`src/rtl/resonator_bank.sv`:
```
// Time-multiplexed bank of damped two-pole resonators kicked by level steps.
// Optional snap-to-zero of decayed channels: define RESONATOR_DEADBAND_EN.
module resonator_bank #(
    parameter int CHANNELS = 4,
    parameter int IN_W     = 4,
    parameter int OUT_W    = 16,
    parameter int FRAC     = 6,
    parameter logic [16*CHANNELS-1:0] A1_COEFS = {CHANNELS{16'sd127}},
    parameter logic [16*CHANNELS-1:0] A2_COEFS = {CHANNELS{16'sd63}},
    parameter int GAIN     = 1,
    parameter int DEADBAND = 2
) (
    input  logic                      clk,
    input  logic                      reset,
    input  logic                      clk_en_48KHz,
    input  logic [CHANNELS*IN_W-1:0]  level,
    output logic [CHANNELS*OUT_W-1:0] ch_out,
    output logic [OUT_W-1:0]          mix_out,
    output logic                      out_valid,
    output logic                      busy,
    output logic                      overrun
);

    localparam int PW = 2*OUT_W + 2;
    localparam int MW = OUT_W + 3;
    localparam int CW = (CHANNELS > 1) ? $clog2(CHANNELS) : 1;

    localparam logic signed [PW-1:0] GAIN_P  = PW'(GAIN);
    localparam logic signed [PW-1:0] SAT_MAX = {{(PW-OUT_W+1){1'b0}}, {(OUT_W-1){1'b1}}};
    localparam logic signed [PW-1:0] SAT_MIN = {{(PW-OUT_W+1){1'b1}}, {(OUT_W-1){1'b0}}};
    localparam logic signed [MW-1:0] MIX_MAX = {4'b0000, {(OUT_W-1){1'b1}}};
    localparam logic signed [MW-1:0] MIX_MIN = {4'b1111, {(OUT_W-1){1'b0}}};

    typedef enum logic [2:0] {IDLE, MUL_A, MUL_B, UPD, OUT} state_t;

    state_t                     state_reg, state_next;
    logic [CW-1:0]              ch_reg;
    logic [CHANNELS*IN_W-1:0]   x_snap_reg;
    logic signed [OUT_W-1:0]    y1_reg [CHANNELS];
    logic signed [OUT_W-1:0]    y2_reg [CHANNELS];
    logic signed [OUT_W-1:0]    ch_out_reg [CHANNELS];
    logic [IN_W-1:0]            x_prev_reg [CHANNELS];
    logic signed [PW-1:0]       prod_a_reg, prod_b_reg;
    logic signed [MW-1:0]       mix_acc_reg;
    logic signed [OUT_W-1:0]    mix_out_reg;
    logic                       out_valid_reg, overrun_reg;

    logic signed [15:0]         a1_tab [CHANNELS];
    logic signed [15:0]         a2_tab [CHANNELS];

    genvar gi;
    generate
        for (gi = 0; gi < CHANNELS; gi++) begin : g_chan
            assign a1_tab[gi] = A1_COEFS[16*gi +: 16];
            assign a2_tab[gi] = A2_COEFS[16*gi +: 16];
            assign ch_out[gi*OUT_W +: OUT_W] = ch_out_reg[gi];
        end
    endgenerate

    assign mix_out   = mix_out_reg;
    assign out_valid = out_valid_reg;
    assign overrun   = overrun_reg;
    assign busy      = (state_reg != IDLE);

    // Datapath for the channel currently addressed by ch_reg
    logic                    last_ch;
    logic signed [OUT_W-1:0] y1_cur, y2_cur, y_sat, y_wr, y2_wr;
    logic [IN_W-1:0]         x_cur, x_old;
    logic signed [IN_W:0]    step;
    logic signed [PW-1:0]    mul_x, mul_y, product, step_ext, sum;
    logic signed [MW-1:0]    mix_sum;
    logic signed [OUT_W-1:0] mix_sat;

    always_comb begin
        last_ch = (ch_reg == CW'(CHANNELS-1));
        y1_cur  = y1_reg[ch_reg];
        y2_cur  = y2_reg[ch_reg];
        x_cur   = x_snap_reg[ch_reg*IN_W +: IN_W];
        x_old   = x_prev_reg[ch_reg];

        // Single shared multiplier: a1*y1 in MUL_A, a2*y2 otherwise
        if (state_reg == MUL_A) begin
            mul_x = {{(PW-16){a1_tab[ch_reg][15]}}, a1_tab[ch_reg]};
            mul_y = {{(PW-OUT_W){y1_cur[OUT_W-1]}}, y1_cur};
        end else begin
            mul_x = {{(PW-16){a2_tab[ch_reg][15]}}, a2_tab[ch_reg]};
            mul_y = {{(PW-OUT_W){y2_cur[OUT_W-1]}}, y2_cur};
        end
        product = mul_x * mul_y;

        step     = {1'b0, x_old} - {1'b0, x_cur};
        step_ext = {{(PW-IN_W-1){step[IN_W]}}, step};
        sum      = ((prod_a_reg - prod_b_reg) >>> FRAC) + GAIN_P * step_ext;

        if (sum > SAT_MAX)
            y_sat = SAT_MAX[OUT_W-1:0];
        else if (sum < SAT_MIN)
            y_sat = SAT_MIN[OUT_W-1:0];
        else
            y_sat = sum[OUT_W-1:0];

        y_wr  = y_sat;
        y2_wr = y1_cur;
`ifdef RESONATOR_DEADBAND_EN
        if ((step == '0) &&
            (PW'(y_sat)  <= PW'(DEADBAND)) && (PW'(y_sat)  >= -PW'(DEADBAND)) &&
            (PW'(y1_cur) <= PW'(DEADBAND)) && (PW'(y1_cur) >= -PW'(DEADBAND))) begin
            y_wr  = '0;
            y2_wr = '0;
        end
`endif

        mix_sum = mix_acc_reg + {{3{y_wr[OUT_W-1]}}, y_wr};
        if (mix_sum > MIX_MAX)
            mix_sat = MIX_MAX[OUT_W-1:0];
        else if (mix_sum < MIX_MIN)
            mix_sat = MIX_MIN[OUT_W-1:0];
        else
            mix_sat = mix_sum[OUT_W-1:0];
    end

    always_comb begin
        state_next = state_reg;
        case (state_reg)
            IDLE:    if (clk_en_48KHz) state_next = MUL_A;
            MUL_A:   state_next = MUL_B;
            MUL_B:   state_next = UPD;
            UPD:     state_next = last_ch ? OUT : MUL_A;
            OUT:     state_next = IDLE;
            default: state_next = IDLE;
        endcase
    end

    always_ff @(posedge clk) begin
        if (reset)
            state_reg <= IDLE;
        else
            state_reg <= state_next;
    end

    always_ff @(posedge clk) begin
        if (reset) begin
            ch_reg        <= '0;
            x_snap_reg    <= '0;
            prod_a_reg    <= '0;
            prod_b_reg    <= '0;
            mix_acc_reg   <= '0;
            mix_out_reg   <= '0;
            out_valid_reg <= 1'b0;
            overrun_reg   <= 1'b0;
            for (int i = 0; i < CHANNELS; i++) begin
                y1_reg[i]     <= '0;
                y2_reg[i]     <= '0;
                x_prev_reg[i] <= '0;
                ch_out_reg[i] <= '0;
            end
        end else begin
            out_valid_reg <= 1'b0;
            if (clk_en_48KHz && state_reg != IDLE)
                overrun_reg <= 1'b1;
            case (state_reg)
                IDLE: begin
                    if (clk_en_48KHz) begin
                        x_snap_reg  <= level;
                        mix_acc_reg <= '0;
                        ch_reg      <= '0;
                    end
                end
                MUL_A: prod_a_reg <= product;
                MUL_B: prod_b_reg <= product;
                UPD: begin
                    y1_reg[ch_reg]     <= y_wr;
                    y2_reg[ch_reg]     <= y2_wr;
                    x_prev_reg[ch_reg] <= x_cur;
                    ch_out_reg[ch_reg] <= y_wr;
                    mix_acc_reg        <= mix_sum;
                    // Publish on the edge entering OUT so out_valid is high during OUT
                    if (last_ch) begin
                        mix_out_reg   <= mix_sat;
                        out_valid_reg <= 1'b1;
                    end else begin
                        ch_reg <= ch_reg + 1'b1;
                    end
                end
                default: ;
            endcase
        end
    end

endmodule
```
`config.mk`:
```
export PLATFORM = sky130hd
export DESIGN_NAME = resonator_bank
export DESIGN_NICKNAME = d
export VERILOG_FILES = /design/src/rtl/resonator_bank.sv
export SDC_FILE = /design/constraint.sdc
export NUM_CORES = 1
export LEC_CHECK = 0
export BUFFER_PORTS_ARGS = -buffer_cell sky130_fd_sc_hd__buf_2
export CAP_MARGIN = 25
export CORE_ASPECT_RATIO = 0.9
export CORE_MARGIN = 3
export CORE_UTILIZATION = 49
export CTS_CLUSTER_DIAMETER = 100
export CTS_CLUSTER_SIZE = 24
export DETAILED_ROUTE_END_ITERATION = 10
export GPL_TIMING_DRIVEN = 0
export PLACE_DENSITY = 0.68
export SYNTH_ARGS = -nofsm -noshare
export SYNTH_HDL_FRONTEND = slang
export SYNTH_SLANG_ARGS = --single-unit
```
`constraint.sdc`:
```
create_clock -name clk -period 13.2 [get_ports clk]
set_input_delay 0.66 -clock clk [delete_from_list [all_inputs] [get_ports clk]]
set_output_delay 0.66 -clock clk [all_outputs]
set_load 0.01 [all_outputs]
```
==> impl_metrics.py <==
metrics = {
    "final_layout": {
        "fin_nets": 2488,
        "final_common_cell": "inv_1",
        "layout_common_cells": "222 x inv_1, 215 x ha_1, 214 x nand2_1",
        "drive_above_1_share_pct": 10.5,
        "n_antenna_cell": 0,
        "area_growth_pct": 8.85,
    },
    "synth": {
        "synth_edf_count": 144,
        "ys_types": 90,
        "postSynthAreaPerCell_um2": 9.52,
        "ys.warnings.count": 0,
        "synth_flop_cell": "edfxtp_1",
        "synth_area_um2": 19600,
        "seq_area_frac_synth_pct": 35.1,
        "synthCells": 2064,
        "synth_nets": 2362,
        "ys_ff_latch": 272,
        "async_reset_ff_share_pct": 0,
    },
    "sta": {
        "fin_crit_sh_pct": 83.9,
        "maxSlewViolCount": 0,
        "final-hold-violation-count": 0,
        "relSlewSlack_pct": 37.2,
        "rsz0062_at_grt": "false",
        "tightest_slew_ns": 0.935,
        "finalSetupTns_ns": 0,
        "setup_viol": 0,
        "finalClockSkew_ns": 0.0220,
        "max_freq_mhz": 90.3,
        "min_period_ns": 11.07,
    },
    "clocking": {
        "cts.sinks": 272,
        "clkTransAtPathRegs_ns": 0.10,
        "ctsResizeCount": 0,
        "cts_root_buffer": "clkbuf_16",
        "clk_latency_ns": 0.52,
        "cts_setup_buffers": 0,
        "cts_tree": "done",
        "cts_buffers": 15,
        "cts_hold_buf": 0,
        "htree_levels": 1,
        "cts_buffer_depth": 3,
    },
    "grt": {
        "grt_pass1_vias": 15700,
        "overflow": 0,
        "grt_pass1_wl_um": 84900,
        "grtUsageTotal_pct": 25.2,
        "antenna_found_initial": 0,
        "grt_max_degree": 31,
    },
    "worst_setup_path": {
        "crit_path_end": "mix_out[10]$_SDFFE_PP0P_",
        "reg2reg_to": "mix_out[10]$_SDFFE_PP0P_",
        "required_ns": 13.62,
        "cp_slowest_cell": "clkbuf_1",
        "cpMostUsedCell": "buf_2",
        "startpoint_type": "flip-flop",
        "critical_path.max_fanout": 20,
        "end_kind": "flip-flop",
        "critical_path_buf_inv_count": 13,
        "reg2reg_depth": 37,
        "cpLargestDelayFamily": "buffers and inverters",
        "cp.depth": 37,
        "timing.reg2reg.setup_slack_ns": 2.13,
        "crit_arrival_ns": 11.49,
        "critPathKind": "reg -> reg",
        "max_stage_delay_ns": 0.70,
    },
    "die": {
        "core_um2": 39000,
        "io_pins": 102,
        "initial_core_util_pct": 50.4,
        "die_area_um2": 42500,
        "die_w_um": 217,
        "row_count": 68,
        "die_y_um": 196,
    },
    "detailed_routing": {
        "drc_errors": 0,
        "wire_per_inst_um": 19.5,
        "via_per_inst": 5.73,
        "firstDrtPassIters": 7,
        "routed_wirelength_um": 53200,
        "drt-initial-drc-count": 1281,
        "ant_nets": 0,
        "vias": 15600,
    },
    "placed_design": {
        "gp_congestion": 0.937,
        "port_buffers": 101,
        "dp_hpwl_um": 41900,
    },
    "run_status": {
        "outcome": "finished clean",
    },
    "min_path": {
        "min_path_type": "in -> reg",
    },
    "run": {
        "max_cap_viol_count": 0,
    },
}
-- worst reg2reg max path, delay by kind of cell (launching register included) --
kind / cells / cell delay [ns]
AND/OR/NAND/NOR: 7 / 1.43
adder cells (fa/ha/maj): 4 / 1.08
multiplexers: 1 / 0.51
flip-flops: 1 / 0.33
AO/OA/AOI/OAI: 12 / 3.75
buffers and inverters: 13 / 3.89
-- cell usage after synthesis, drive strengths merged, types with 42 or more instances --
cell / number / share of area, %
dfxtp: 128 / 13
o21ai: 46 / 1.2
nor2: 175 / 3.4
edfxtp: 144 / 22
a211oi: 42 / 1.7
a21oi: 170 / 4.4
and2: 88 / 2.8
inv: 222 / 4.2
clkbuf: 58 / 1.1
ha: 215 / 14
nand2: 215 / 4.1
fa: 64 / 6.5
xnor2: 61 / 2.7
-- final cells by class --
cell class | count | area (um2)
Buffer | 89 | 384
Clock buffer | 22 | 402
Clock inverter | 3 | 23.8
Fill cell | 3555 | 17600
Inverter | 222 | 833
Multi-Input combinational cell | 1481 | 11600
Sequential cell | 272 | 6890
Tap cell | 525 | 657
Timing Repair Buffer | 109 | 639
-- worst min path at each step --
stage / from / end / slack, ns / depth (start not counted)
finish: level[7] / x_snap_reg[7]$_SDFFE_PP0P_ / 0.36 / 3
global route: level[8] / x_snap_reg[8]$_SDFFE_PP0P_ / 0.37 / 3
CTS: level[7] / x_snap_reg[7]$_SDFFE_PP0P_ / 0.35 / 3
detailed placement: prod_b_reg[28]$_SDFFE_PP0P_ / prod_b_reg[28]$_SDFFE_PP0P_ / 0.44 / 2
global placement: prod_b_reg[28]$_SDFFE_PP0P_ / prod_b_reg[28]$_SDFFE_PP0P_ / 0.43 / 2
floorplan: prod_b_reg[26]$_SDFFE_PP0P_ / prod_b_reg[26]$_SDFFE_PP0P_ / 0.42 / 2
-- kinds of logic after synthesis --
group                    count (synthesis)  share of synthesized area [%]
AO/OA/AOI/OAI                          422                           14.3
adder cells (fa/ha/maj)                279                           20.2
XOR/XNOR                                81                           3.61
flip-flops                             272                           35.1
AND/OR/NAND/NOR                        650                           15.8
multiplexers                            49                           4.79
buffers and inverters                  311                           6.20
-- stage by stage --
step / hold slack [ns] / worst slack, ns / cells / instance area [um2] / utilization, %
2_1_floorplan: 0.422 / 3.39 / 2064 / 19600 / -
3_3_place_gp: 0.434 / 0.963 / 2690 / 20800 / 53.4
3_5_place_dp: 0.437 / 1.90 / 2697 / 20900 / 53.7
4_1_cts: 0.350 / 1.81 / 2722 / 21400 / 54.8
5_1_grt: 0.368 / 1.23 / 2723 / 21400 / 54.9
6_report: 0.360 / 2.13 / 2723 / 21400 / 54.9
-- metal layers --
metal	vias up	wire length (um)	GRT usage [%]
met3	86	3700	4.57
li1	7424	-	-
met2	515	23900	40.0
met4	0	1710	7.56
met1	7589	23900	35.2
met5	-	0	0
Power is not shown: default switching activity piles up to over one toggle a cycle in this logic, so the estimate is an artifact.
